<file path="config.mk">
export PLATFORM = sky130hd
export DESIGN_NAME = pipelined_tree_accumulator
export DESIGN_NICKNAME = d
export VERILOG_FILES = /design/src/rtl/tree_adder_pkg.sv /design/src/rtl/tree_adder_stage.sv /design/src/rtl/pipelined_tree_accumulator.sv
export SDC_FILE = /design/constraint.sdc
export NUM_CORES = 1
export LEC_CHECK = 0
export ABC_AREA = 1
export BUFFER_PORTS_ARGS = -buffer_cell sky130_fd_sc_hd__buf_4
export CAP_MARGIN = 20
export CORE_AREA = 2 2 130 132
export CTS_CLUSTER_DIAMETER = 100
export DETAILED_ROUTE_END_ITERATION = 7
export DIE_AREA = 0 0 132 134
export PLACE_DENSITY = 0.88
export SLEW_MARGIN = 40
export SYNTH_ARGS = -nofsm -noshare
export SYNTH_HDL_FRONTEND = slang
export SYNTH_SLANG_ARGS = --single-unit
export TNS_END_PERCENT = 20
</file>
<file path="constraint.sdc">
create_clock -name clk_i -period 6 [get_ports clk_i]
set_clock_uncertainty 0.2 [all_clocks]
set_input_delay 1.2 -clock clk_i [delete_from_list [all_inputs] [get_ports clk_i]]
set_output_delay 1.2 -clock clk_i [all_outputs]
set_load 0.02 [all_outputs]
</file>
<file path="src/rtl/tree_adder_pkg.sv">
// Shared definitions for the pipelined adder tree: the sideband tag carried with
// each beat, the level-count calculation and the per-level sum width.
package tree_adder_pkg;

    typedef struct packed {
        logic acc_en;
        logic last;
    } beat_tag_t;

    function automatic int tree_levels(input int n);
        return $clog2(n);
    endfunction

    // Each level grows by one bit, so a pairwise sum can never overflow.
    function automatic int level_width(input int p, input int k);
        return p + k;
    endfunction

endpackage

</file>
<file path="src/rtl/tree_adder_stage.sv">
// One registered level of the adder tree: N elements of W bits become N/2 sign-extended
// sums of W+1 bits, with a valid bit and a ready that lets bubbles collapse.
module tree_adder_stage
    import tree_adder_pkg::*;
#(
    parameter int N = 8,
    parameter int W = 8
) (
    input  logic                   clk,
    input  logic                   rst_n,
    input  logic                   in_valid,
    output logic                   in_ready,
    input  logic [N*W-1:0]         in_data,
    input  beat_tag_t              in_tag,
    output logic                   out_valid,
    input  logic                   out_ready,
    output logic [(N/2)*(W+1)-1:0] out_data,
    output beat_tag_t              out_tag
);

    localparam int OW = level_width(W, 1);

    logic [(N/2)*OW-1:0] sum_next;
    logic [(N/2)*OW-1:0] data_reg;
    beat_tag_t           tag_reg;
    logic                valid_reg;
    logic                load;

    genvar gi;
    generate
        for (gi = 0; gi < N / 2; gi++) begin : g_pair
            logic [W-1:0] a;
            logic [W-1:0] b;
            assign a = in_data[(2*gi)*W +: W];
            assign b = in_data[(2*gi+1)*W +: W];
            assign sum_next[gi*OW +: OW] = {a[W-1], a} + {b[W-1], b};
        end
    endgenerate

    // The register can take a new beat when empty or when its current beat leaves now.
    assign load     = !valid_reg || out_ready;
    assign in_ready = load;

    always_ff @(posedge clk or negedge rst_n) begin
        if (!rst_n) begin
            valid_reg <= 1'b0;
            data_reg  <= '0;
            tag_reg   <= '0;
        end else if (load) begin
            valid_reg <= in_valid;
            if (in_valid) begin
                data_reg <= sum_next;
                tag_reg  <= in_tag;
            end
        end
    end

    assign out_valid = valid_reg;
    assign out_data  = data_reg;
    assign out_tag   = tag_reg;

endmodule

</file>
<file path="src/rtl/pipelined_tree_accumulator.sv">
// Sums INPUTS_AMOUNT signed elements per beat through a registered adder tree, then
// accumulates beats into a result that is presented on a valid/ready output register.
module pipelined_tree_accumulator
    import tree_adder_pkg::*;
#(
    parameter int P             = 8,
    parameter int INPUTS_AMOUNT = 8,
    parameter int OUT_WIDTH     = 32
) (
    input  logic                            clk_i,
    input  logic                            rst_ni,
    input  logic                            in_valid_i,
    output logic                            in_ready_o,
    input  logic signed [INPUTS_AMOUNT*P-1:0] inputs_i,
    input  logic                            acc_en_i,
    input  logic                            in_last_i,
    output logic                            out_valid_o,
    input  logic                            out_ready_i,
    output logic signed [OUT_WIDTH-1:0]     out_o
);

    localparam int LEVELS = tree_levels(INPUTS_AMOUNT);
    localparam int SUM_W  = level_width(P, LEVELS);

    logic      lvl_valid [0:LEVELS];
    logic      lvl_ready [0:LEVELS];
    beat_tag_t lvl_tag   [0:LEVELS];

    logic signed [SUM_W-1:0]     tree_sum;
    logic signed [OUT_WIDTH-1:0] sum_ext;
    logic signed [OUT_WIDTH-1:0] acc_reg;
    logic signed [OUT_WIDTH-1:0] acc_next;
    logic signed [OUT_WIDTH-1:0] out_reg;
    logic                        out_valid_reg;
    logic                        acc_ready;
    logic                        acc_fire;

    assign lvl_valid[0] = in_valid_i;
    assign lvl_tag[0]   = '{acc_en: acc_en_i, last: in_last_i};
    assign in_ready_o   = rst_ni && lvl_ready[0];

    genvar gi;
    generate
        for (gi = 0; gi < LEVELS; gi++) begin : g_level
            localparam int N = INPUTS_AMOUNT >> gi;
            localparam int W = level_width(P, gi);

            logic [N*W-1:0]         stage_in;
            logic [(N/2)*(W+1)-1:0] stage_out;

            if (gi == 0) begin : g_first
                assign stage_in = inputs_i;
            end else begin : g_rest
                assign stage_in = g_level[gi-1].stage_out;
            end

            tree_adder_stage #(
                .N(N),
                .W(W)
            ) u_stage (
                .clk      (clk_i),
                .rst_n    (rst_ni),
                .in_valid (lvl_valid[gi]),
                .in_ready (lvl_ready[gi]),
                .in_data  (stage_in),
                .in_tag   (lvl_tag[gi]),
                .out_valid(lvl_valid[gi+1]),
                .out_ready(lvl_ready[gi+1]),
                .out_data (stage_out),
                .out_tag  (lvl_tag[gi+1])
            );
        end
    endgenerate

    assign tree_sum = g_level[LEVELS-1].stage_out;
    assign sum_ext  = OUT_WIDTH'(tree_sum);

    // The accumulate stage only moves when the result register can accept or drain.
    assign acc_ready         = !out_valid_reg || out_ready_i;
    assign lvl_ready[LEVELS] = acc_ready;
    assign acc_fire          = lvl_valid[LEVELS] && acc_ready;
    assign acc_next          = (lvl_tag[LEVELS].acc_en ? acc_reg : '0) + sum_ext;

    always_ff @(posedge clk_i or negedge rst_ni) begin
        if (!rst_ni) begin
            acc_reg       <= '0;
            out_reg       <= '0;
            out_valid_reg <= 1'b0;
        end else begin
            if (out_ready_i) begin
                out_valid_reg <= 1'b0;
            end
            if (acc_fire) begin
                if (lvl_tag[LEVELS].last) begin
                    out_reg       <= acc_next;
                    out_valid_reg <= 1'b1;
                    acc_reg       <= '0;
                end else begin
                    acc_reg <= acc_next;
                end
            end
        end
    end

    assign out_o       = out_reg;
    assign out_valid_o = out_valid_reg;

endmodule
</file>
Word-level counts from Yosys, hierarchy flattened --
Cells that the tools add are included.
Storage, ports and cells: word-level logic and storage cells 42, bits of input ports 70, register bits 141
Operators by class: add/sub/neg operators 8, reductions and logical operators 14, muxes and demuxes 5
Operator list (count):
- $mux 32 | 2
- $add 8x8->9 | 4
- $add 32x32->32 | 1
- $add 9x9->10 | 2
- $add 10x10->11 | 1
- $reduce_and 2->1 | 4
- $logic_not 1->1 | 4
- $logic_or 1x1->1 | 4
- $mux 1 | 3
- $logic_and 1x1->1 | 2

Longest topological paths before layout --
Gate-level depths: netlist (run 1).
word-level depth 6, gate-level depth with buffers 16, depth with buffers taken out 14

Hierarchy --
A second synthesis (run 1) with hierarchy kept.
Unflattened totals: cells, all modules 1622, area, all modules 11024.3 µm²
By module, submodules not included:
- pipelined_tree_accumulator | cells an instance 808, instances 1, area an instance 5073.6 µm²
- tree_adder_stage at g_level[0].u_stage | cells an instance 421, instances 1, area an instance 3090.5 µm²
- tree_adder_stage at g_level[1].u_stage | cells an instance 240, instances 1, area an instance 1752.9 µm²
- tree_adder_stage at g_level[2].u_stage | cells an instance 153, instances 1, area an instance 1107.3 µm²

Worst setup path before layout (run 1) --
Ideal clock, no wire load.
path kind in2out, start point input out_ready_i, end point output in_ready_o, stages 4, data required time 4.600 ns, buffers on the path 0, arrival 1.869 ns, setup slack 2.731 ns, cells stage by stage nor2_2 -> nand2_1 -> nor2_2 -> a21boi_0
Between the ends: longest elaborated chain between the ends 5
RTL lines:
- from (decl) | line pipelined_tree_accumulator.sv:18 | input logic out_ready_i,
- $logic_or 1x1->1 | line pipelined_tree_accumulator.sv:79 | assign acc_ready = !out_valid_reg || out_ready_i;
- $logic_or 1x1->1 (3 in a row) | line tree_adder_stage.sv:41 | assign load = !valid_reg || out_ready;
- $logic_and 1x1->1 | line pipelined_tree_accumulator.sv:40 | assign in_ready_o = rst_ni && lvl_ready[0];
- to (decl) | line pipelined_tree_accumulator.sv:13 | output logic in_ready_o,
No other way between the ends.

Worst setup path after layout (run 1) --
start point input rst_ni, end point output in_ready_o
Between the ends: longest elaborated chain between the ends 1
RTL lines:
- from (decl) | line pipelined_tree_accumulator.sv:11 | input logic rst_ni,
- $logic_and 1x1->1 | line pipelined_tree_accumulator.sv:40
No other way between the ends.

==> results of run 1 <==
==> area by class of cell <==
type / instances / area, µm² / area share, %
multi-input combinational: 1075 / 5670 / 48.1
sequential: 141 / 3530 / 30.0
timing repair buffer: 109 / 822 / 6.98
inverter: 217 / 815 / 6.91
clock buffer: 23 / 488 / 4.14
tap: 220 / 275 / 2.34
clock inverter: 9 / 180 / 1.53
==> metal layers <==
| metal | vias to the layer above | GRT usage, % |
|---|---|---|
| met2 | 281 | 49.6 |
| met1 | 4353 | 34.4 |
| met5 | - | 0 |
| li1 | 4806 | - |
| met3 | 71 | 4.54 |
| met4 | 0 | 12.4 |
==> worst paths after layout <==
path / start / end / slack (ns)
worst max-delay path: rst_ni / in_ready_o / 2.67
worst min-delay path: out_o[1] / out_o[1] / 0.27
min in group asynchronous: rst_ni / out_o[6] / 0.46
worst max register to register: g_level[2].u_stage.out_tag[1] / out_o[28] / 3.03
max in group asynchronous: rst_ni / g_level[2].u_stage.out_data[10] / 4.08
worst min register to register: out_o[1] / out_o[1] / 0.27
==> cells by family after synthesis <==
logic type                 count (synthesis)
buffers and inverters                    246
DFF                                      141
adders and majority gates                 99
and+or+nand+nor                          762
xor gates and xnor gates                  37
AOI/OAI and AO/OA                        177
==> synthesized netlist by cell type <==
cell       count  area (µm²)
nand2_1      554        2080
inv_1        214         803
dfrtp_1      141        3530
ha_1          91        1140
nand3_1       82         410
a21oi_1       75         375
nor2_1        75         282
o21ai_0       71         355
xnor2_1       21         184
buf_2         18        90.1
xor2_1        16         140
a31oi_1       11        68.8
nand4_1        9        56.3
or2_2          9        56.3
clkbuf_1       8        30.0
fa_1           8         160
o21ai_1        7        35.0
nand2_2        6        37.5
nand3b_1       6        45.0
nor2_2         6        37.5
nor3_1         6        30.0
o2111ai_1      4        35.0
and2_1         3        18.8
inv_2          3        11.3
nand3_2        3        30.0
a21boi_0       2        15.0
a21o_1         2        15.0
a22o_1         2        17.5
buf_6          2        22.5
o21bai_1       2        15.0
buf_4          1        7.51
nand2_4        1        11.3
nor3_2         1        10.0
o21a_1         1        7.51
or2_0          1        6.26
==> through the flow <==
step | cell area [µm²] | hold slack [ns] | util [%]
6_report | 11800 | 0.271 | 72.3
5_1_grt | 11800 | 0.291 | 72.3
4_1_cts | 11800 | 0.275 | 72.3
3_5_place_dp | 11100 | 0.261 | 68.2
3_3_place_gp | 11100 | 0.258 | 68.2
2_1_floorplan | 10200 | 0.242 | -
==> worst max-delay path, cell delays in order <==
cell and delay [ns]:
buf_6 0.30, a21boi_0 0.22, buf_4 0.16
==> power by group <==
group	leakage (nW)	switching [mW]	internal [mW]
logic	4.70	1.50	0.901
registers	1.74	0.267	1.29
clock network	0.324	0.402	0.783
total	6.77	2.16	2.97
==> run_results.csv, run 1 <==
group,metric,value,unit
detailed_routing,drt_wl_total,23800,µm
yosys,synth_compound_area_share,9.24,%
final_layout,nFillCells,1286,
placement,portBuffers,103,
yosys,syn_area_per_cell,6.95,µm²
pwr,leakage,6.77,nW
final_layout,instances_no_fill,1794,
timing,slew_headroom,51.8,%
floorplan,core-area,0.0163,mm²
yosys,synthAdderAreaFrac,12.8,%
detailed_routing,dr.pass1.iters,5,
final_layout,final_common_cell,"nand2_1",
clocking,clk_latency,0.43,ns
run_status,outcome,"completed",
placement,pre_cts_ws,2.64,ns
pwr,pwr_density_cell,436,mW/mm²
detailed_routing,routed.top_layer,"met4",
detailed_routing,wl_met3,1160,µm
clocking,cts_setup_buffers,0,
detailed_routing,vias,9511,
clocking,cts_tree,"built",
placement,dp_hpwl,17600,µm
critical_path,crit_path_end_kind,"output port",
clocking,cts_buffers,17,
timing,max_freq,0.301,GHz
critical_path,reg2reg_depth,13,
yosys,synth.cell_area,0.0102,mm²
clocking,cts_resized,0,
timing,setup_violations,0,
final_layout,num_antenna_cells,0,
job,maxCapViolCount,0,
detailed_routing,drtAntennaViolNets,0,
yosys,synth_nets,1631,
yosys,synth-seq-cells,141,
detailed_routing,first_iter_violations,602,
floorplan,chipWidth,132,µm
clocking,clkTransAtPathRegs,0.06,ns
yosys,synth_simple_gate_area_share,30.6,%
clocking,root_buffer,"clkbuf_16",
yosys,syn_inst,1462,
floorplan,die_area,0.0177,mm²
pwr,ir_drop,0.261,mV
global_routing,grt_pass1_vias,9070,
final_layout,final_cell_mix,"554 x nand2_1, 214 x inv_1, 140 x dfrtp_1, 108 x buf_4, 91 x ha_1",
global_routing,grt_start_max_net_pins,58,
yosys,synthMuxAreaShare,0,%
clocking,htreeDepth,4,
critical_path,crit_type,"input port to output port",
timing,tightest_slew,0.722,ns
critical_path,start_kind,"input port",
detailed_routing,drcViolationCount,0,
detailed_routing,wl_met2,11700,µm
global_routing,grt_pass1_wl,40700,µm
timing,setup_tns,0,ns
yosys,synth-seq-area-share,34.7,%
yosys,ys_warn_count,0,
min_path,holdCritPathClass,"register to register",
critical_path,worstPathRequired,4.60,ns
yosys,yosysUniqueCellTypes,35,
floorplan,die_y,134,µm
clocking,cts_sinks,141,
yosys,synth_top_family_by_area,"simple AND/OR/NAND/NOR gates",
final_layout,area_delta_synth_final,15.9,%
final_layout,final_layout_size_suffix_gt1_share,10.7,%
final_layout,final_nets,1730,
detailed_routing,met1Wirelength,10100,µm
final_layout,largest_reg_flops,67,
placement,gp_congestion,0.972,
floorplan,num_rows,47,
min_path,holdPathStages,2,
yosys,synthXorXnorAreaFrac,3.19,%
timing,hold_viol,0,
detailed_routing,avgRoutedWirePerCell,13.3,µm
pwr,power,5.14,mW
critical_path,worst-path-max-fanout,41,
timing,final.period_utilization,55.4,%
floorplan,io_pins,104,
detailed_routing,vias_per_cell,5.30,
clocking,max-clock-path-buffers,2,
global_routing,grt_usage,28.2,%
global_routing,antenna_found_initial,0,
clocking,cts_hold_buf,0,
placement,dp_cells,1762,
floorplan,initial_core_util,62.4,%
timing,fin_ws,2.67,ns
critical_path,arrival,1.93,ns
timing,grt_setup_unrepaired,"false",
global_routing,overflow,0,
timing,drv_slew,0,
timing,finalCriticalPeriod,3.33,ns
(Power assumes the default switching activity.)
==> run 2, diff against run 1 <==
--- a/config.mk
+++ b/config.mk
@@ -8,11 +8,11 @@
 export ABC_AREA = 1
 export BUFFER_PORTS_ARGS = -buffer_cell sky130_fd_sc_hd__buf_4
 export CAP_MARGIN = 20
-export CORE_AREA = 2 2 130 132
+export CORE_AREA = 2 2 133 135
 export CTS_CLUSTER_DIAMETER = 100
 export DETAILED_ROUTE_END_ITERATION = 7
-export DIE_AREA = 0 0 132 134
-export PLACE_DENSITY = 0.88
+export DIE_AREA = 0 0 135 137
+export PLACE_DENSITY = 0.85
 export SLEW_MARGIN = 40
 export SYNTH_ARGS = -nofsm -noshare
 export SYNTH_HDL_FRONTEND = slang
==> constraint.sdc (replaced) <==
create_clock -name clk_i -period 3.3 [get_ports clk_i]
set_clock_uncertainty 0.2 [all_clocks]
set_input_delay 0.66 -clock clk_i [delete_from_list [all_inputs] [get_ports clk_i]]
set_output_delay 0.66 -clock clk_i [all_outputs]
set_load 0.02 [all_outputs]
==> run_results.csv, run 2 (same netlist as run 1, synthesis figures left out) <==
group,metric,value,unit
run_status,outcome,"completed",
detailed_routing,first_iter_violations,559,
floorplan,chipWidth,135,µm
critical_path,worstPathRequired,2.44,ns
timing,hold_viol,0,
final_layout,nFillCells,1470,
placement,place_area,0.0111,mm²
final_layout,instances_no_fill,1802,
final_layout,num_antenna_cells,0,
placement,dp_cells,1769,
critical_path,regToRegSetupSlack,0.61,ns
clocking,cts_sinks,141,
detailed_routing,vias_per_cell,5.20,
clocking,cts_buffers,17,
critical_path,worst-path-max-fanout,30,
min_path,hold_end,"g_level[0].u_stage.out_tag[1]",
timing,slew_headroom,48.3,%
timing,grt_setup_unrepaired,"false",
global_routing,grt_pass1_wl,40500,µm
placement,pre_cts_ws,0.636,ns
global_routing,antenna_found_initial,0,
pwr,leakage,6.76,nW
final_layout,area_delta_synth_final,15.6,%
floorplan,die_y,137,µm
critical_path,r2r-start,"g_level[2].u_stage.out_tag[1]",
clocking,htreeDepth,4,
critical_path,r2r_end,"out_o[14]",
floorplan,die_area,0.0185,mm²
critical_path,start_kind,"input port",
final_layout,final_nets,1733,
final_layout,regArea,0.00353,mm²
timing,max_freq,0.362,GHz
timing,fin_ws,0.539,ns
timing,final.period_utilization,83.7,%
detailed_routing,drt_wl_total,24200,µm
detailed_routing,dr.pass1.iters,5,
timing,hold_ws,0.249,ns
critical_path,crit_type,"input port to output port",
timing,finalCriticalPeriod,2.76,ns
global_routing,grt_pass1_vias,8975,
final_layout,stdcell_area,0.0118,mm²
global_routing,grt_usage,27.2,%
placement,dp_hpwl,18100,µm
floorplan,initial_core_util,59.6,%
min_path,holdCritPathClass,"input port to register",
floorplan,core-area,0.0171,mm²
min_path,holdPathStages,3,
timing,setup_tns,0,ns
min_path,hp-start,"acc_en_i",
detailed_routing,drtAntennaViolNets,0,
timing,setup_violations,0,
clocking,clkTransAtPathRegs,0.06,ns
clocking,root_buffer,"clkbuf_16",
final_layout,final_layout_size_suffix_gt1_share,11.0,%
job,maxCapViolCount,0,
detailed_routing,vias,9376,
final_layout,final_common_cell,"nand2_1",
global_routing,overflow,0,
clocking,cts_tree,"built",
global_routing,grt_start_max_net_pins,74,
detailed_routing,avgRoutedWirePerCell,13.4,µm
pwr,ir_drop,0.439,mV
final_layout,largest_reg_flops,67,
final_layout,postLayoutCoreUtil,68.9,%
critical_path,crit_path_end_kind,"output port",
final_layout,multi_input_area,0.00568,mm²
pwr,pwr_density_cell,780,mW/mm²
timing,drv_slew,0,
floorplan,num_rows,48,
floorplan,io_pins,104,
clocking,clk_latency,0.43,ns
placement,portBuffers,103,
clocking,max-clock-path-buffers,2,
critical_path,arrival,1.90,ns
final_layout,final_cell_mix,"554 x nand2_1, 214 x inv_1, 141 x dfrtp_1, 109 x buf_4, 91 x ha_1",
pwr,power,9.16,mW
placement,gp_congestion,0.904,
detailed_routing,drcViolationCount,0,
critical_path,reg2reg_depth,12,
timing,tightest_slew,0.774,ns
-- run 2: worst max-delay path: stages --
cell and delay, ns:
dlygate4sd3_1 0.54, buf_6 0.27, a21boi_0 0.23, buf_4 0.17
-- run 2: layout make-up --
type | instances | share of cell area [%]
multi-input cells | 1075 | 48.3
clock inverters | 14 | 1.33
inverters | 217 | 6.93
clock buffers | 18 | 3.74
repair buffers | 112 | 7.24
well taps | 225 | 2.40
flip-flops and latches | 141 | 30.0
-- run 2: layer usage --
metal  vias to the layer above  global-route usage, %  part of all wire (%)
met3                        60                   3.81                   4.1
li1                       4824                      -                     -
met5                         -                      0                     0
met4                         0                   11.7                   3.2
met1                      4242                   33.7                    44
met2                       250                   47.7                    49
-- run 2: where the power goes --
part           internal, mW  switching (mW)  leakage [nW]  total [mW]
Clock                  1.15           0.813         0.298        1.96
Sequential             2.34           0.427          1.75        2.77
Combinational          1.66            2.77          4.71        4.43
Total                  5.15            4.01          6.76        9.16
-- run 2: repair_timing --
item	CTS	global route
resized for setup	0	0
endpoints found under the hold margin	27	0
setup buffers	0	0
hold buffers	1	0
-- run 2: how the worst max path moves through the flow --
| stage | startpoint | end |
|---|---|---|
| 2_1_floorplan | g_level[2].u_stage.out_tag[1] | acc_reg[9] |
| 3_3_place_gp | out_ready_i | out_o[4] |
| 3_5_place_dp | g_level[2].u_stage.out_tag[1] | out_o[14] |
| 4_1_cts | rst_ni | in_ready_o |
| 5_1_grt | g_level[2].u_stage.out_tag[1] | out_o[14] |
| 6_report | rst_ni | in_ready_o |
